--- src/rtl/alu_cmd_sequencer.sv ---
// alu_cmd_sequencer: command-side initiator for a 32-bit combinational ALU.
// It holds a small register file and accepts register/immediate commands over
// a valid/ready handshake. Each command is issued to the ALU for one cycle.
// The result is written back and returned over a valid/ready response channel.
// Optional feature macro: ALU_SEQ_STICKY_FLAGS_EN adds sticky_clr/sticky_flags
// (accumulated {N,Z,C,V} of every non-NOP issue, cleared by sticky_clr).
module alu_cmd_sequencer #(
   parameter int DATA_W     = 32,
   parameter int REG_ADDR_W = 3,
   parameter int R0_ZERO    = 1
) (
   input  logic                  clk,
   input  logic                  rst_n,
   input  logic                  cmd_valid,
   output logic                  cmd_ready,
   input  logic [2:0]            cmd_op,
   input  logic [REG_ADDR_W-1:0] cmd_rd,
   input  logic [REG_ADDR_W-1:0] cmd_rs,
   input  logic [REG_ADDR_W-1:0] cmd_rt,
   input  logic                  cmd_imm_sel,
   input  logic [DATA_W-1:0]     cmd_imm,
   output logic [DATA_W-1:0]     alu_busA,
   output logic [DATA_W-1:0]     alu_busB,
   output logic [2:0]            alu_control,
   input  logic [DATA_W-1:0]     alu_dataOut,
   input  logic                  alu_zero,
   input  logic                  alu_overflow,
   input  logic                  alu_carryout,
   input  logic                  alu_negative,
`ifdef ALU_SEQ_STICKY_FLAGS_EN
   input  logic                  sticky_clr,
   output logic [3:0]            sticky_flags,
`endif
   output logic                  rsp_valid,
   input  logic                  rsp_ready,
   output logic [DATA_W-1:0]     rsp_data,
   output logic [3:0]            rsp_flags
);

   localparam int RF_DEPTH = 2 ** REG_ADDR_W;
   localparam logic [2:0] OP_NOP = 3'd0;
   localparam logic [2:0] OP_CMP = 3'd6;

   typedef enum logic [1:0] {ST_IDLE, ST_ISSUE, ST_RESP} state_t;

   state_t                  state_q, state_d;
   logic [DATA_W-1:0]       rf_q [RF_DEPTH];
   logic [DATA_W-1:0]       rf_d [RF_DEPTH];
   logic [DATA_W-1:0]       alu_busA_q, alu_busA_d;
   logic [DATA_W-1:0]       alu_busB_q, alu_busB_d;
   logic [2:0]              alu_control_q, alu_control_d;
   logic [REG_ADDR_W-1:0]   rd_q, rd_d;
   logic                    cmd_ready_q, cmd_ready_d;
   logic                    rsp_valid_q, rsp_valid_d;
   logic [DATA_W-1:0]       rsp_data_q, rsp_data_d;
   logic [3:0]              rsp_flags_q, rsp_flags_d;
`ifdef ALU_SEQ_STICKY_FLAGS_EN
   logic [3:0]              sticky_q, sticky_d;
`endif

   logic [DATA_W-1:0]       rs_val;
   logic [DATA_W-1:0]       rt_val;
   logic [DATA_W-1:0]       result;
   logic [3:0]              flags;
   logic                    wr_en;

   // Register-file read ports (r0 optionally hard-wired to zero) and result masking.
   always_comb begin
      rs_val = rf_q[cmd_rs];
      rt_val = rf_q[cmd_rt];
      if ((R0_ZERO != 0) && (cmd_rs == '0)) rs_val = '0;
      if ((R0_ZERO != 0) && (cmd_rt == '0)) rt_val = '0;

      result = alu_dataOut;
      flags  = {alu_negative, alu_zero, alu_carryout, alu_overflow};
      if (alu_control_q == OP_NOP) begin
         result = '0;
         flags  = '0;
      end else if (alu_control_q == OP_CMP) begin
         // Compare only defines the low two bits; anything above is discarded.
         result = {{(DATA_W-2){1'b0}}, alu_dataOut[1:0]};
      end

      wr_en = (alu_control_q != OP_NOP) && !((R0_ZERO != 0) && (rd_q == '0));
   end

   // Next-state and next-output logic for the IDLE -> ISSUE -> RESP sequence.
   always_comb begin
      state_d       = state_q;
      rf_d          = rf_q;
      alu_busA_d    = alu_busA_q;
      alu_busB_d    = alu_busB_q;
      alu_control_d = alu_control_q;
      rd_d          = rd_q;
      cmd_ready_d   = cmd_ready_q;
      rsp_valid_d   = rsp_valid_q;
      rsp_data_d    = rsp_data_q;
      rsp_flags_d   = rsp_flags_q;
`ifdef ALU_SEQ_STICKY_FLAGS_EN
      sticky_d      = sticky_q;
`endif
      case (state_q)
         ST_IDLE: begin
            if (cmd_valid && cmd_ready_q) begin
               // Operands are read here, so rs == rt == rd sees the old value.
               alu_busA_d    = rs_val;
               alu_busB_d    = cmd_imm_sel ? cmd_imm : rt_val;
               alu_control_d = cmd_op;
               rd_d          = cmd_rd;
               cmd_ready_d   = 1'b0;
               state_d       = ST_ISSUE;
            end
         end
         ST_ISSUE: begin
            rsp_data_d    = result;
            rsp_flags_d   = flags;
            rsp_valid_d   = 1'b1;
            alu_control_d = OP_NOP;
            if (wr_en) rf_d[rd_q] = result;
`ifdef ALU_SEQ_STICKY_FLAGS_EN
            if (alu_control_q != OP_NOP) sticky_d = sticky_q | flags;
`endif
            state_d       = ST_RESP;
         end
         ST_RESP: begin
            if (rsp_ready) begin
               rsp_valid_d = 1'b0;
               cmd_ready_d = 1'b1;
               state_d     = ST_IDLE;
            end
         end
         default: begin
            state_d     = ST_IDLE;
            cmd_ready_d = 1'b1;
            rsp_valid_d = 1'b0;
         end
      endcase
`ifdef ALU_SEQ_STICKY_FLAGS_EN
      // A clear on the same edge as a set wins.
      if (sticky_clr) sticky_d = '0;
`endif
   end

   // State, register file and registered outputs; reset aborts any command in flight.
   always_ff @(posedge clk or negedge rst_n) begin
      if (!rst_n) begin
         state_q       <= ST_IDLE;
         for (int i = 0; i < RF_DEPTH; i++) rf_q[i] <= '0;
         alu_busA_q    <= '0;
         alu_busB_q    <= '0;
         alu_control_q <= OP_NOP;
         rd_q          <= '0;
         cmd_ready_q   <= 1'b1;
         rsp_valid_q   <= 1'b0;
         rsp_data_q    <= '0;
         rsp_flags_q   <= '0;
`ifdef ALU_SEQ_STICKY_FLAGS_EN
         sticky_q      <= '0;
`endif
      end else begin
         state_q       <= state_d;
         rf_q          <= rf_d;
         alu_busA_q    <= alu_busA_d;
         alu_busB_q    <= alu_busB_d;
         alu_control_q <= alu_control_d;
         rd_q          <= rd_d;
         cmd_ready_q   <= cmd_ready_d;
         rsp_valid_q   <= rsp_valid_d;
         rsp_data_q    <= rsp_data_d;
         rsp_flags_q   <= rsp_flags_d;
`ifdef ALU_SEQ_STICKY_FLAGS_EN
         sticky_q      <= sticky_d;
`endif
      end
   end

   assign cmd_ready   = cmd_ready_q;
   assign alu_busA    = alu_busA_q;
   assign alu_busB    = alu_busB_q;
   assign alu_control = alu_control_q;
   assign rsp_valid   = rsp_valid_q;
   assign rsp_data    = rsp_data_q;
   assign rsp_flags   = rsp_flags_q;
`ifdef ALU_SEQ_STICKY_FLAGS_EN
   assign sticky_flags = sticky_q;
`endif

endmodule

--- config.mk ---
export PLATFORM = sky130hd
export DESIGN_NAME = alu_cmd_sequencer
export DESIGN_NICKNAME = d
export VERILOG_FILES = /design/src/rtl/alu_cmd_sequencer.sv
export SDC_FILE = /design/constraint.sdc
export NUM_CORES = 1
export LEC_CHECK = 0
export ABC_AREA = 1
export CAP_MARGIN = 25
export CORE_MARGIN = 4
export CORE_UTILIZATION = 30
export CTS_BUF_LIST = sky130_fd_sc_hd__clkbuf_4 sky130_fd_sc_hd__clkbuf_8 sky130_fd_sc_hd__clkbuf_16
export CTS_CLUSTER_DIAMETER = 150
export DETAILED_ROUTE_END_ITERATION = 16
export HOLD_SLACK_MARGIN = 0.02
export PLACE_DENSITY_LB_ADDON = 0.3
export SKIP_CTS_REPAIR_TIMING = 1
export SLEW_MARGIN = 30
export SYNTH_ARGS = -nofsm -noshare
export SYNTH_HDL_FRONTEND = slang
export SYNTH_SLANG_ARGS = --single-unit
--- constraint.sdc ---
create_clock -name clk -period 4.19 [get_ports clk]
set_clock_uncertainty 0.15 [all_clocks]
set_input_delay 0.6285 -clock clk [delete_from_list [all_inputs] [get_ports clk]]
set_output_delay 0.6285 -clock clk [all_outputs]
set_load 0.005 [all_outputs]
==> reports/metrics.yaml, run 1 <==
status: "completed"
switching_power_mw: 5.63
wl_per_cell_um: 19.8
gp_congestion: 0.854
r2r-end: "rf_q[146]"
clk_path_buf_depth: 3
grt_pass1_wl_um: 103000
grt_pass1_vias: 16500
ant_nets: 0
cts_made_buffers: 43
r2r_cells: 6
synthTopCellsByArea: "dfrtp_1 (48%), nand2_1 (23%), nand3_1 (7.1%), o21ai_0 (6.0%), nor2_1 (4.7%)"
multi_input_area_mm2: 0.00760
worstSkewPairLatency_ns: 0.57
syn_area_per_cell_um2: 6.92
p_leak_nw: 11.0
area_growth_pct: 24.2
clk_pin_slew_ns: 0.06
core-area_mm2: 0.0566
regArea_mm2: 0.00836
vias: 17100
tns_ns: 0
post-route-period-util_pct: 66.9
gr-total-overflow: 0
vias_per_cell: 5.03
p_int_mw: 8.99
fp.dieArea_mm2: 0.0613
min_path_type: "register to register"
finalMaxSlewViolations: 0
fmax_mhz: 357
peakVddDrop_v: 0.000349
drive_above_1_share_pct: 5.65
pwr-share-clk_pct: 26.2
dr.pass1.iters: 6
setup_viol: 0
synth_nets: 2574
fp.dieW_um: 248
yosys_warnings: 0
combPwrFrac_pct: 35.1
worstMarginPinSlew_ns: 1.00
drtIter0Drc: 2010
cts_tree: "built"
switching_share_pct: 38.5
maxSlewHeadroom_pct: 32.8
synth_top_cell_area_share_pct: 48.4
dpl.hpwl_um: 42200
crit_start: "cmd_rt[0]"
required_ns: 4.55
r2r-start: "alu_control[2]"
place_inst: 3328
grt_setup_unrepaired: "no"
final_area_mm2: 0.0214
io_pins: 190
yosysTopAreaCell: "dfrtp_1"
synth-seq-cells: 334
final.min_clock_period_ns: 2.80
cp-end-kind: "register"
start_kind: "primary input"
die_y_um: 248
n_antenna_cell: 0
cts-root-buf: "clkbuf_16"
synthTopCellsByCount: "nand2_1 (1,053), dfrtp_1 (333), nand3_1 (245)"
power_mw: 14.6
fillers: 5962
worstPathMaxFanout: 48
synthArstFlopShare_pct: 100
initial_utilization_pct: 30.4
route.detailed.drc: 0
io_buffers: 189
htree_levels: 2
grtUsageTotal_pct: 21.9
ys_seq_area_share_pct: 48.6
endpoint: "alu_busB[19]"
syn_area_mm2: 0.0172
power_frac_seq_pct: 38.7
rrSetupSlack_ns: 1.56
path_class: "primary input to register"
holdPathStages: 2
power_density_mw_per_mm2: 684
antenna_found_initial: 0
final_nets: 2704
hold_viol: 0
numClockSinks: 334
wl_um: 67500
finalNonFillerCells: 3409
crit_arrival_ns: 3.16
synth_edf_count: 0
yosysMostFrequentCell: "nand2_1"
rows: 87
synthCells: 2489
ys.flop_type: "dfrtp_1"
ys_types: 19
fin_util_pct: 37.8
place_area_mm2: 0.0199
cap_violations: 0
grt_max_degree: 113
-- cell families (layout without fill, tap and decap cells) --
| group | Yosys count | after routing | share of synthesized area, % |
|---|---|---|---|
| AO/OA/AOI/OAI | 276 | 276 | 8.18 |
| buffers and inverters | 333 | 497 | 7.35 |
| flip-flops | 334 | 334 | 48.6 |
| AND/OR/NAND/NOR | 1546 | 1546 | 35.9 |
-- worst min path at each step --
stage	start	to
floorplan	rst_n	alu_busA[0]
global placement	rf_q[63]	rf_q[63]
detailed placement	rf_q[40]	rf_q[40]
CTS	rst_n	alu_busB[17]
global route	rf_q[40]	rf_q[40]
finish	cmd_ready	cmd_ready
-- power groups by stage --
stage                     Sequential [mW]  Clock, mW  Combinational [mW]
after floorplan                      5.41          0                2.75
after global placement               5.64          0                5.04
after detailed placement             5.67          0                5.13
after CTS                            5.64       3.93                5.15
after global routing                 5.82       4.05                5.82
final                                5.66       3.83                5.14
-- stage by stage --
step	hold WS, ns	setup WS (ns)
global route	0.337	1.30
global placement	0.305	1.03
floorplan	0.183	2.16
finish	0.324	1.39
detailed placement	0.309	0.956
CTS	0.0125	1.55
-- registers in the layout, summed over array words and instances, names as in the netlist, 2 cells and up --
name / cells
alu_busA: 32
rf_q: 224
state_q: 2
rd_q: 3
alu_busB: 32
rsp_flags: 4
rsp_data: 32
alu_control: 3
-- cell type report --
cell class              instances  area share, %
repair buffers                242           10.9
clock inverters                14          0.609
inverters                     176           3.11
multi-input cells            1822           35.6
well taps                     756           4.42
clock buffers                  65           6.29
flip-flops and latches        334           39.1
-- critical path: stages --
cell	delay, ns
buf_4	0.45
inv_2	0.42
nor2_1	0.69
inv_1	0.30
o21ai_0	0.28
nand2_1	0.08
nand2_1	0.10
nand2_1	0.05
nand2_1	0.05
-- placed cells by master, fill, tap and decap left out, types with 4 or more instances in the layout --
cell type,Yosys,routed
clkbuf_16,0,45
a21oi_1,57,57
o21ai_0,208,208
o211ai_1,10,10
inv_2,4,4
dfrtp_1,333,333
clkbuf_8,0,11
nand4_1,14,14
nor2_1,217,215
clkinv_2,0,10
nand2_1,1053,1053
clkdlybuf4s50_1,0,186
inv_1,169,166
nand2_2,5,5
nor3_1,11,10
nand3_1,245,245
clkinv_1,3,4
buf_4,0,51
clkbuf_4,0,9
-- metal layers --
layer	global-route usage, %	vias up	share of wire (%)	routed length, um
li1	-	8057	-	-
met5	0	-	0	0
met2	33.0	828	43	29300
met1	31.5	8144	44	30000
met4	6.35	0	2.4	1650
met3	4.95	110	9.7	6560
Note: power is estimated with default switching activity, not from simulation.
==> run 2: changes to the inputs <==
clock period = 2.3 ns   (was 4.19 ns; I/O delays follow)
==> run 2 against run 1 <==
Via count rose by 2.0%. Largest power group unchanged. Wire length hardly changed. Combinational power up 92%. Count of clock-buffer cells in the layout is the same. Sequential power rose by 82%. Highest routed layer unchanged. Worst setup slack got worse by 1.2 ns. Largest cell class unchanged. Core utilization rose by 1.5 points. Total power is 83% higher.
==> reports/metrics.yaml, run 2 (same netlist as run 1, synthesis figures left out) <==
status: "completed"
worstSkewPairLatency_ns: 0.57
drtIter0Drc: 1886
cts_tree: "built"
pre_cts_slack_ns: -0.00335
final_cell_mix: "nand2_1 (1,053), dfrtp_1 (333), nand3_1 (245)"
grt_setup_unrepaired: "no"
cts_made_buffers: 41
io_pins: 190
wl_per_cell_um: 19.4
gr-total-overflow: 0
io_buffers: 189
hold_viol: 0
area_growth_pct: 29.0
regArea_mm2: 0.00836
rrSetupSlack_ns: 0.16
start_kind: "register"
r2r-start: "state_q[1]"
p_leak_nw: 11.4
post-route-period-util_pct: 92.9
final.setup.worst_slack_ns: 0.162
fillers: 5922
min_path_type: "primary input to async pin"
r2r-end: "rf_q[94]"
gp_congestion: 0.887
maxSlewHeadroom_pct: 58.1
grt_pass1_wl_um: 103000
drive_above_1_share_pct: 7.94
dpl.hpwl_um: 44000
htree_levels: 2
numClockSinks: 334
vias: 17500
initial_utilization_pct: 30.4
largest_register_ffs: 224
route.detailed.drc: 0
final.min_clock_period_ns: 2.14
fp.dieW_um: 248
path_class: "register to register"
fmax_mhz: 468
ant_nets: 0
setup_viol: 0
finalMaxSlewViolations: 0
cap_violations: 0
grtUsageTotal_pct: 21.8
multi_input_area_mm2: 0.00761
required_ns: 2.58
cp-end-kind: "register"
core-area_mm2: 0.0566
fp.dieArea_mm2: 0.0613
max_flop_register: "rf_q"
antenna_found_initial: 1
die_y_um: 248
fin_util_pct: 39.2
vias_per_cell: 5.03
rows: 87
final_nets: 2773
grt_max_degree: 81
peakVddDrop_v: 0.000553
crit_arrival_ns: 2.42
power_density_mw_per_mm2: 1200
cts-root-buf: "clkbuf_16"
clk_path_buf_depth: 3
worstPathMaxFanout: 23
grt_pass1_vias: 16800
clk_pin_slew_ns: 0.06
worstMarginPinSlew_ns: 0.628
wl_um: 67500
final_common_cell: "nand2_1"
r2r_cells: 9
dr.pass1.iters: 5
run 2: cell count changes in the layout (fill, tap and decap cells not counted), sizes merged:
| cell | change |
|---|---|
| inv | +5 |
| bufinv | -2 |
| clkinv | -8 |
| buf | +71 |
| diode | +1 |
run 2: worst max path at each step:
| stage | startpoint | end | slack (ns) | cells after the start |
|---|---|---|---|---|
| after floorplan | cmd_ready | alu_busA[18] | 0.48 | 7 |
| after global placement | cmd_rt[1] | alu_busB[31] | 0.0006 | 10 |
| after detailed placement | cmd_rt[1] | alu_busB[31] | -0.003 | 10 |
| after CTS | state_q[1] | rf_q[91] | 0.09 | 9 |
| after global routing | state_q[1] | rf_q[88] | 0.03 | 8 |
| final | state_q[1] | rf_q[94] | 0.16 | 9 |
run 2: layer usage:
metal,up-vias,global-route usage [%],share of wire [%]
met1,8323,30.9,45
met2,823,33.9,44
met5,-,0,0
met3,161,4.21,8.6
met4,0,6.87,3.1
li1,8183,-,-
run 2: where the power goes:
group	total (mW)	switching (mW)	leakage, nW	internal [mW]
Sequential	10.3	1.89	3.59	8.41
Clock	6.58	2.64	0.696	3.94
Combinational	9.86	5.67	7.16	4.18
run 2: area by class of cell:
cell class | instances | share of cell area, %
Sequential cell | 334 | 37.6
Timing Repair Buffer | 313 | 14.6
Antenna cell | 1 | 0.0113
Clock buffer | 65 | 5.93
Clock inverter | 9 | 0.282
Inverter | 176 | 2.98
Tap cell | 756 | 4.26
Multi-Input combinational cell | 1822 | 34.3
run 2: critical path, cell delays in order, from the launching register on:
cell and delay, ns:
dfrtp_1 0.40, inv_1 0.09, nand2_1 0.08, inv_2 0.12
nand2_2 0.09, nor2_1 0.41, nand2_4 0.27, buf_12 0.25
nand2_1 0.06, o21ai_0 0.08
run 2: stage by stage:
step           hold slack, ns  cell area [um2]   TNS, ns  instances  total power [mW]
2_1_floorplan          -0.101            17200         0       2489              14.9
3_3_place_gp            0.103            20800         0       3400              20.0
3_5_place_dp            0.105            20800  -0.00335       3400              20.2
4_1_cts                -0.504            22200         0       3474              26.9
5_1_grt                 0.113            22200         0       3475              28.7
6_report                0.105            22200         0       3476              26.7
